<file path="src/rtl/mriscv_pkg.sv">
// Shared definitions for the mriscv load/store stage: func3 width codes,
// FSM state encoding, and the access legality check.
package mriscv_pkg;

  // Load width/sign codes
  localparam logic [2:0] F3_LB  = 3'b000;
  localparam logic [2:0] F3_LH  = 3'b001;
  localparam logic [2:0] F3_LW  = 3'b010;
  localparam logic [2:0] F3_LBU = 3'b100;
  localparam logic [2:0] F3_LHU = 3'b101;

  // Store width codes
  localparam logic [2:0] F3_SB  = 3'b000;
  localparam logic [2:0] F3_SH  = 3'b001;
  localparam logic [2:0] F3_SW  = 3'b010;

  typedef enum logic [1:0] {
    IDLE = 2'd0,
    REQ  = 2'd1,
    DONE = 2'd2
  } state_t;

  // Returns 1 when the access must fault: an unknown width code for the
  // direction, or an address not aligned to the access width.
  function automatic logic access_fault(input logic store, input logic [2:0] f3,
                                        input logic [1:0] lsb);
    logic illegal;
    logic misaligned;
    if (store) illegal = (f3 > F3_SW);
    else       illegal = (f3 == 3'b011) || (f3[2:1] == 2'b11);
    misaligned = ((f3[1:0] == 2'b01) && lsb[0]) ||
                 ((f3[1:0] == 2'b10) && (lsb != 2'b00));
    return illegal || misaligned;
  endfunction

endpackage

</file>
<file path="src/rtl/load_align.sv">
// Combinational load data extraction: picks the addressed byte/half from a
// 32-bit bus word and sign- or zero-extends it according to func3.
module load_align
  import mriscv_pkg::*;
(
  input  logic [31:0] rdata,
  input  logic [1:0]  addr,
  input  logic [2:0]  func3,
  output logic [31:0] value
);

  logic signed [7:0]  byte_sel;
  logic signed [15:0] half_sel;

  // Lane selection followed by width/sign extension
  always_comb begin
    case (addr)
      2'b00:   byte_sel = rdata[7:0];
      2'b01:   byte_sel = rdata[15:8];
      2'b10:   byte_sel = rdata[23:16];
      default: byte_sel = rdata[31:24];
    endcase
    half_sel = addr[1] ? rdata[31:16] : rdata[15:0];
    case (func3)
      F3_LB:   value = 32'(byte_sel);
      F3_LH:   value = 32'(half_sel);
      F3_LBU:  value = {24'd0, byte_sel};
      F3_LHU:  value = {16'd0, half_sel};
      F3_LW:   value = rdata;
      default: value = rdata;
    endcase
  end

endmodule

</file>
<file path="src/rtl/mem_access.sv">
// Memory-access stage: passes ALU results straight to write-back, faults
// misaligned/illegal accesses, and runs loads/stores over a req/ack data bus.
module mem_access
  import mriscv_pkg::*;
(
  input  logic        clk,
  input  logic        reset,
  input  logic        valid_i,
  input  logic        is_load,
  input  logic        is_store,
  input  logic [31:0] result_i,
  input  logic [31:0] store_data,
  input  logic [2:0]  func3,
  input  logic [4:0]  dest_i,
  output logic        busy,
  output logic        wb_en,
  output logic [31:0] wb_data,
  output logic [4:0]  dest_o,
  output logic        fault_o,
  output logic        mem_req,
  output logic        mem_we,
  output logic [31:0] mem_addr,
  output logic [31:0] mem_wdata,
  output logic [3:0]  mem_wstrb,
  input  logic [31:0] mem_rdata,
  input  logic        mem_ack
);

  state_t      state_q;
  state_t      state_d;
  logic        accept;
  logic        is_mem;
  logic        bad;
  logic        start;
  logic [3:0]  st_strb;
  logic [31:0] st_wdata;

  logic [31:0] addr_q;
  logic [1:0]  lsb_q;
  logic        we_q;
  logic [31:0] wdata_q;
  logic [3:0]  strb_q;
  logic [2:0]  func3_q;
  logic [4:0]  dest_q;
  logic [31:0] load_val;

  load_align u_load_align (
    .rdata (mem_rdata),
    .addr  (lsb_q),
    .func3 (func3_q),
    .value (load_val)
  );

  // Next-state logic; IDLE and DONE both accept a new instruction
  always_comb begin
    accept  = valid_i && (state_q != REQ);
    is_mem  = is_load || is_store;
    bad     = access_fault(is_store, func3, result_i[1:0]);
    start   = accept && is_mem && !bad;
    state_d = state_q;
    case (state_q)
      IDLE, DONE: state_d = start ? REQ : IDLE;
      REQ:        if (mem_ack) state_d = DONE;
      default:    state_d = IDLE;
    endcase
  end

  // Store lane placement: replicate the datum across the word, strobe its lanes
  always_comb begin
    st_strb  = 4'b1111;
    st_wdata = store_data;
    case (func3)
      F3_SB: begin
        st_strb  = 4'b0001 << result_i[1:0];
        st_wdata = {4{store_data[7:0]}};
      end
      F3_SH: begin
        st_strb  = result_i[1] ? 4'b1100 : 4'b0011;
        st_wdata = {2{store_data[15:0]}};
      end
      default: ;
    endcase
  end

  // State register
  always_ff @(posedge clk) begin
    if (reset) state_q <= IDLE;
    else       state_q <= state_d;
  end

  // Request latch; held constant for the whole REQ phase
  always_ff @(posedge clk) begin
    if (reset) begin
      addr_q  <= '0;
      lsb_q   <= '0;
      we_q    <= 1'b0;
      wdata_q <= '0;
      strb_q  <= '0;
      func3_q <= '0;
      dest_q  <= '0;
    end else if (start) begin
      addr_q  <= {result_i[31:2], 2'b00};
      lsb_q   <= result_i[1:0];
      we_q    <= is_store;
      wdata_q <= is_store ? st_wdata : 32'd0;
      strb_q  <= is_store ? st_strb : 4'd0;
      func3_q <= func3;
      dest_q  <= dest_i;
    end
  end

  // Write-back and fault pulses; everything idles at zero between pulses
  always_ff @(posedge clk) begin
    if (reset) begin
      wb_en   <= 1'b0;
      wb_data <= '0;
      dest_o  <= '0;
      fault_o <= 1'b0;
    end else begin
      wb_en   <= 1'b0;
      wb_data <= '0;
      dest_o  <= '0;
      fault_o <= 1'b0;
      if (state_q == REQ && mem_ack) begin
        if (!we_q) begin
          wb_en   <= (dest_q != 5'd0);
          wb_data <= load_val;
          dest_o  <= dest_q;
        end
      end else if (accept) begin
        if (!is_mem) begin
          wb_en   <= (dest_i != 5'd0);
          wb_data <= result_i;
          dest_o  <= dest_i;
        end else if (bad) begin
          fault_o <= 1'b1;
        end
      end
    end
  end

  assign busy      = (state_q == REQ);
  assign mem_req   = (state_q == REQ);
  assign mem_we    = mem_req && we_q;
  assign mem_wstrb = mem_req ? strb_q : 4'd0;
  assign mem_addr  = addr_q;
  assign mem_wdata = wdata_q;

endmodule

</file>
<file path="config.mk">
export PLATFORM = sky130hd
export DESIGN_NAME = mem_access
export DESIGN_NICKNAME = d
export VERILOG_FILES = /design/src/rtl/mriscv_pkg.sv /design/src/rtl/load_align.sv /design/src/rtl/mem_access.sv
export SDC_FILE = /design/constraint.sdc
export NUM_CORES = 1
export LEC_CHECK = 0
export BUFFER_PORTS_ARGS = -buffer_cell sky130_fd_sc_hd__buf_2
export CAP_MARGIN = 20
export CORE_MARGIN = 1.5
export CORE_UTILIZATION = 30
export CTS_BUF_LIST = sky130_fd_sc_hd__clkbuf_16
export CTS_CLUSTER_DIAMETER = 200
export CTS_CLUSTER_SIZE = 20
export DETAILED_ROUTE_END_ITERATION = 8
export GPL_TIMING_DRIVEN = 1
export PLACE_DENSITY_LB_ADDON = 0.3
export SLEW_MARGIN = 5
export SYNTH_ARGS = -nofsm -noshare
export SYNTH_HDL_FRONTEND = slang
export SYNTH_SLANG_ARGS = --single-unit
</file>
<file path="constraint.sdc">
create_clock -name clk -period 1.8 [get_ports clk]
set_input_delay 0.09 -clock clk [delete_from_list [all_inputs] [get_ports clk]]
set_output_delay 0.09 -clock clk [all_outputs]
set_load 0.1 [all_outputs]
</file>
==> results.yml, run 1 <==
outcome:
  status: "finished, final reports clean"
yosys:
  synthCells: 535
  synth.most_common_cell: "dfxtp_1"
  seq_area_frac_synth_pct: 48.0
  synth_top_area_share_pct: 48.0
  syn_area_sq_um: 4920
  synth_area_leader_cell: "dfxtp_1"
  synth_edf_count: 0
  yosysUniqueCellTypes: 46
  synth_common_cells: "dfxtp_1 (118), nand2_1 (99), a21oi_1 (50)"
  synth_top_family_by_area: "compound AO/OA/AOI/OAI gates"
  ys_warn_count: 0
  synth-simple-area-share_pct: 15.8
  syn_avg_cell_area_sq_um: 9.20
  async_reset_ff_share_pct: 0
  synthAdderAreaFrac_pct: 0
  synth-xor-area-share_pct: 0
  synth_flop_cell: "dfxtp_1"
  synth_compound_area_share_pct: 23.0
  synthMuxAreaShare_pct: 8.72
  synth-seq-cells: 118
  synth_area_leaders: "dfxtp_1 (48%), nand2_1 (7.5%), mux2i_1 (7.1%)"
setup_path:
  reg2reg_depth: 5
  regToRegSetupSlack_ps: 50
  worstSetupStartpoint: "lsb_q[1]"
  endpoint_kind: "flip-flop"
  regToRegEndpoint: "wb_data[19]"
  timing_worst_setup_path_type: "reg2reg"
  crit_path_max_fanout: 16
  endpoint: "wb_data[19]"
  worstPathRequired_ps: 2100
  cp.arrival_ps: 2050
  cp-start-kind: "flip-flop"
  reg2reg_from: "lsb_q[1]"
placed_design:
  numPortBuffers: 217
  dp_cells: 961
  post-dp-hpwl_um: 12200
  gp_congestion: 0.810
finish:
  fin_cells: 1082
  area_delta_synth_final_pct: 65.8
  n_fill_cell: 1474
  final_layout_size_suffix_gt1_share_pct: 36.5
  nNetsFinal: 962
routing:
  drc: 0
  wire_per_inst_um: 16.4
  drt_iter0_drc: 266
  viasPerCell: 4.88
  ant_nets: 0
  wirelength_um: 17800
  num_vias: 5284
  drt_first_pass_iters: 5
floorplan:
  io_pins: 220
  dieArea_sq_um: 17200
  start_util_pct: 30.9
  placementRows: 46
  die_x_um: 131
  fp.dieH_um: 131
  core_region_area_sq_um: 15900
global_routing:
  antenna_found_initial: 1
  grt_usage_pct: 20.4
  grt_pass1_wl_um: 27700
  grt_pass1_vias: 5359
  grt_overflow: 0
  grt_max_degree: 42
timing:
  period_minus_slack_ps: 1750
  period_share_pct: 97.0
  fin_worst_skew_ps: 4.74
  slew_viol_final: 0
  slew_headroom_pct: 66.0
  fmax_mhz: 572
  rsz0062_at_grt: "true"
  worst_slew_pin_slew_ps: 514
  setup_viol: 0
  finalHoldViolations: 0
clock_tree:
  clockRootBuffer: "clkbuf_16"
  numCtsBuffers: 17
  max-clock-path-buffers: 2
  clkLatencyLatePin_ps: 420
  cts_tree: "done"
  clk_pin_slew_ps: 60
  cts.sink_count: 118
  cts.htree.levels: 4
pwr:
  p_per_area_nw_per_um2: 941
  power_frac_seq_pct: 35.7
  power.share.switching_pct: 30.2
  vdd.ir_drop.worst_uv: 660
  internal_power_mw: 5.36
  netSwitchingPower_mw: 2.32
  p_total_mw: 7.68
  p_leak_nw: 3.66
  pwr-share-clk_pct: 45.4
  p_comb_share_pct: 18.9
job:
  max_cap_violations: 0
hold_path:
  min_path_type: "in2reg"
## cells in the final DEF, fill, tap and decap left out, drive strengths merged, types with 3 or more instances in the layout
cell | netlist | layout
buf | 12 | 256
dfxtp | 118 | 118
nand2 | 99 | 99
dlygate4sd3 | 0 | 86
a21oi | 50 | 50
mux2i | 35 | 35
o21ai | 24 | 24
o2bb2ai | 24 | 24
clkbuf | 35 | 19
a221o | 17 | 17
nor2 | 13 | 13
a22o | 12 | 12
nand2b | 11 | 11
a32o | 8 | 8
nor2b | 7 | 7
mux2 | 7 | 7
a22oi | 6 | 6
inv | 5 | 6
and2 | 6 | 6
clkinv | 0 | 6
nand3 | 5 | 5
clkinvlp | 0 | 5
nor3 | 5 | 5
o211ai | 4 | 4
and3b | 3 | 3
bufinv | 0 | 3
or4 | 3 | 3
## timing repair
| action | 4_1_cts | 5_1_grt |
|---|---|---|
| hold buffers | 86 | 0 |
| endpoints found under the setup margin | 0 | 69 |
| gates resized for setup | 0 | 4 |
| buffers inserted | 0 | 1 |
| endpoints found under the hold margin | 105 | 0 |
## layer usage
metal | track usage, % | share of wire (%) | wire (um)
met5 | 0 | 0 | 0
met4 | 8.18 | 2.1 | 365
met3 | 6.13 | 8.0 | 1420
met2 | 34.4 | 48 | 8560
met1 | 24.1 | 42 | 7420
## worst max-delay path: stages, from the launching register on
cell and delay [ps]:
dfxtp_4 370, mux2_4 300, a222oi_1 400, nor4b_2 120, buf_12 170, a221o_1 270
## kinds of logic after synthesis
logic type | Yosys count
and+or+nand+nor | 165
AOI/OAI and AO/OA | 157
DFF | 118
buffers and inverters | 52
muxes | 42
other | 1
## layout make-up
class	count	area, sq um	share of cell area [%]
repair buffers	344	2500	30.6
multi-input cells	366	2400	29.4
flip-flops and latches	118	2370	29.0
clock buffers	17	425	5.21
well taps	216	270	3.31
clock inverters	15	181	2.22
inverters	5	18.8	0.230
diodes	1	2.50	0.0307
## registers in the layout, indices dropped and copies added (netlist names), 3 cells and up
register and flops:
strb_q 4, dest_q 5, wb_data 32, dest_o 5, func3_q 3, mem_wdata 32, mem_addr 30
## power groups by stage
| stage | logic, mW | clock network (mW) | registers, mW |
|---|---|---|---|
| after floorplan | 0.377 | 0 | 3.30 |
| after global placement | 1.29 | 0 | 2.80 |
| after detailed placement | 1.29 | 0 | 2.80 |
| after CTS | 1.43 | 3.56 | 2.74 |
| after global routing | 1.53 | 3.68 | 2.75 |
| final | 1.45 | 3.48 | 2.74 |
## stage by stage
| step | hold WS [ps] | setup TNS (ps) | setup slack, ps | cell area (sq um) | utilization [%] |
|---|---|---|---|---|---|
| 5_1_grt | 22.1 | -494 | -63.5 | 8160 | 51.2 |
| 3_5_place_dp | 323 | 0 | 29.9 | 6630 | 41.6 |
| 3_3_place_gp | 322 | 0 | 54.5 | 6630 | 41.6 |
| 2_1_floorplan | 199 | 0 | 9.90 | 4970 | - |
| 6_report | 10.4 | 0 | 53.3 | 8160 | 51.2 |
| 4_1_cts | 3.03 | 0 | 40.7 | 8100 | 50.8 |
## how the worst min path moves through the flow
| stage | startpoint | to | slack, ps | depth (start not counted) |
|---|---|---|---|---|
| finish | mem_rdata[2] | wb_data[2] | 10 | 3 |
| global route | reset | state_q[0] | 20 | 2 |
| CTS | reset | state_q[0] | 3 | 2 |
| detailed placement | result_i[4] | wb_data[4] | 320 | 3 |
| global placement | result_i[2] | wb_data[2] | 320 | 3 |
| floorplan | result_i[2] | wb_data[2] | 200 | 2 |
(Power assumes the default switching activity.)
==> run 2, diff against run 1 <==
--- a/config.mk
+++ b/config.mk
@@ -14,6 +14,7 @@
 export CTS_CLUSTER_SIZE = 20
 export DETAILED_ROUTE_END_ITERATION = 8
 export GPL_TIMING_DRIVEN = 1
+export HOLD_SLACK_MARGIN = 0.1
 export PLACE_DENSITY_LB_ADDON = 0.3
 export SLEW_MARGIN = 5
 export SYNTH_ARGS = -nofsm -noshare
==> run 2 against run 1 <==
Effect of this change: wire length increased by 1.7%; highest routed layer unchanged; first-iteration DRC count is 5.6% lower; register-to-register slack hardly changed; sequential cell count unchanged; final cell count is 1.6% higher; global-route usage is 0.33 points higher; utilization is 1.1 points higher; critical endpoint unchanged; via count rose by 1.6%; combinational power up 3%; critical path depth is the same.
==> results.yml, run 2 (synthesis results as in run 1) <==
hold_path:
  min_path_type: "in2reg"
  min-delay-start: "valid_i"
  hold_path_end: "strb_q[3]"
  hold_depth: 4
pwr:
  power_frac_seq_pct: 35.6
  pwr-share-clk_pct: 45.1
  power.share.switching_pct: 30.1
  netSwitchingPower_mw: 2.32
  p_leak_nw: 3.73
  p_comb_share_pct: 19.3
  internal_power_mw: 5.39
  p_per_area_nw_per_um2: 925
  vdd.ir_drop.worst_uv: 657
timing:
  slew_viol_final: 0
  worst_slack_ps: 54.1
  fmax_mhz: 573
  fin_worst_skew_ps: 4.84
  worst_slew_pin_slew_ps: 514
  finalHoldViolations: 0
  setup_viol: 0
  slew_headroom_pct: 66.0
  rsz0062_at_grt: "true"
  period_share_pct: 97.0
  period_minus_slack_ps: 1750
setup_path:
  crit_path_cell_trace: "mux2_4, a222oi_1, nor4b_2, buf_12, a221o_1"
  cp-start-kind: "flip-flop"
  regToRegSetupSlack_ps: 50
  cp.arrival_ps: 2040
  crit_path_max_fanout: 16
  endpoint_kind: "flip-flop"
  cp_slowest_cell: "a222oi_1"
  reg2reg_depth: 5
  critical-path-top-delay-family: "compound AO/OA/AOI/OAI gates"
  timing_worst_setup_path_type: "reg2reg"
  reg2reg_from: "lsb_q[1]"
  worstPathRequired_ps: 2100
  critical_path_buf_inv_count: 1
  regToRegEndpoint: "wb_data[19]"
  cp_slowest_stage_delay_ps: 400
finish:
  layout_commonest_cell: "buf_2"
  final_area_sq_um: 8330
  nNetsFinal: 979
  n_fill_cell: 1463
  final_layout_size_suffix_gt1_share_pct: 35.9
  final_cell_mix: "buf_2 (210), dfxtp_1 (116), dlygate4sd3_1 (102), nand2_1 (99), a21oi_1 (50)"
  area_delta_synth_final_pct: 69.2
placed_design:
  pre_cts_slack_ps: 29.9
  numPortBuffers: 217
  post-dp-hpwl_um: 12200
  gp_congestion: 0.810
  placed_area_sq_um: 6630
floorplan:
  core_region_area_sq_um: 15900
  die_x_um: 131
  io_pins: 220
  fp.dieH_um: 131
  dieArea_sq_um: 17200
  placementRows: 46
  start_util_pct: 30.9
routing:
  drt_iter0_drc: 251
  wirelength_um: 18100
  viasPerCell: 4.88
  drc: 0
  wl_met2_um: 8690
  num_vias: 5367
  drt_first_pass_iters: 5
  wire_per_inst_um: 16.4
  met1_length_um: 7570
  top_layer: "met4"
  ant_nets: 0
  wl_met3_um: 1390
global_routing:
  antenna_found_initial: 1
  grt_usage_pct: 20.7
  grt_pass1_vias: 5454
  grt_pass1_wl_um: 28200
  grt_overflow: 0
  grt_max_degree: 42
clock_tree:
  cts_tree: "done"
  clk_pin_slew_ps: 60
  numCtsBuffers: 17
  cts.htree.levels: 4
  cts.sink_count: 118
  clkLatencyLatePin_ps: 420
  max-clock-path-buffers: 2
  clockRootBuffer: "clkbuf_16"
outcome:
  status: "finished, final reports clean"
job:
  max_cap_violations: 0
## run 2: changes by cell type in the layout (fill, tap and decap cells not counted), sizes merged
cell | previous run | this run
buf | 256 | 257
dlygate4sd3 | 86 | 102
## run 2: tightest hold or removal path: cells and delay by family
kind | cells | cell delay, ps
AO/OA/AOI/OAI | 3 | 280
buffers and inverters | 1 | 130
## run 2: worst max-delay path by stage
stage	startpoint	end	slack, ps	cells after the start
6_report	lsb_q[1]	wb_data[19]	50	5
4_1_cts	lsb_q[1]	wb_data[22]	40	5
3_5_place_dp	func3[2]	func3_q[0]	30	7
2_1_floorplan	lsb_q[0]	wb_data[22]	10	6
5_1_grt	lsb_q[1]	wb_data[19]	-60	5
3_3_place_gp	lsb_q[1]	wb_data[22]	50	5
## run 2: power by group through the flow
stage	clock network, mW	logic [mW]	registers (mW)
after floorplan	0	0.377	3.30
after global placement	0	1.29	2.80
after detailed placement	0	1.29	2.80
after CTS	3.56	1.46	2.74
after global routing	3.68	1.57	2.75
final	3.48	1.49	2.74
## run 2: final cells by class
| type | instances | area, sq um | area share, % |
|---|---|---|---|
| Timing Repair Buffer | 361 | 2670 | 32.0 |
| Multi-Input combinational cell | 366 | 2400 | 28.8 |
| Sequential cell | 118 | 2370 | 28.4 |
| Clock buffer | 17 | 425 | 5.11 |
| Tap cell | 216 | 270 | 3.24 |
| Clock inverter | 15 | 181 | 2.18 |
| Inverter | 5 | 18.8 | 0.225 |
| Antenna cell | 1 | 2.50 | 0.0300 |
## run 2: metrics by stage
step                total power [mW]  cells  utilization, %  hold slack, ps  TNS (ps)
finish                          7.71   1099            52.3             129         0
global placement                4.08    961            41.6             322         0
CTS                             7.77   1095            51.8             120         0
detailed placement              4.08    961            41.6             323         0
global route                    8.00   1098            52.2             129      -520
floorplan                       3.67    536               -             199         0
## run 2: per-layer routing
layer  vias up  GRT usage, %
met1      2513          24.0
met5         -             0
met2       229          35.1
met3        28          6.64
met4         0          8.74
li1       2597             -
## run 2: what timing repair did
item	in CTS	in global routing
setup endpoints to repair	0	71
buffers inserted	0	1
hold buffers	102	0
hold endpoints to repair	111	0
gates resized for setup	0	5
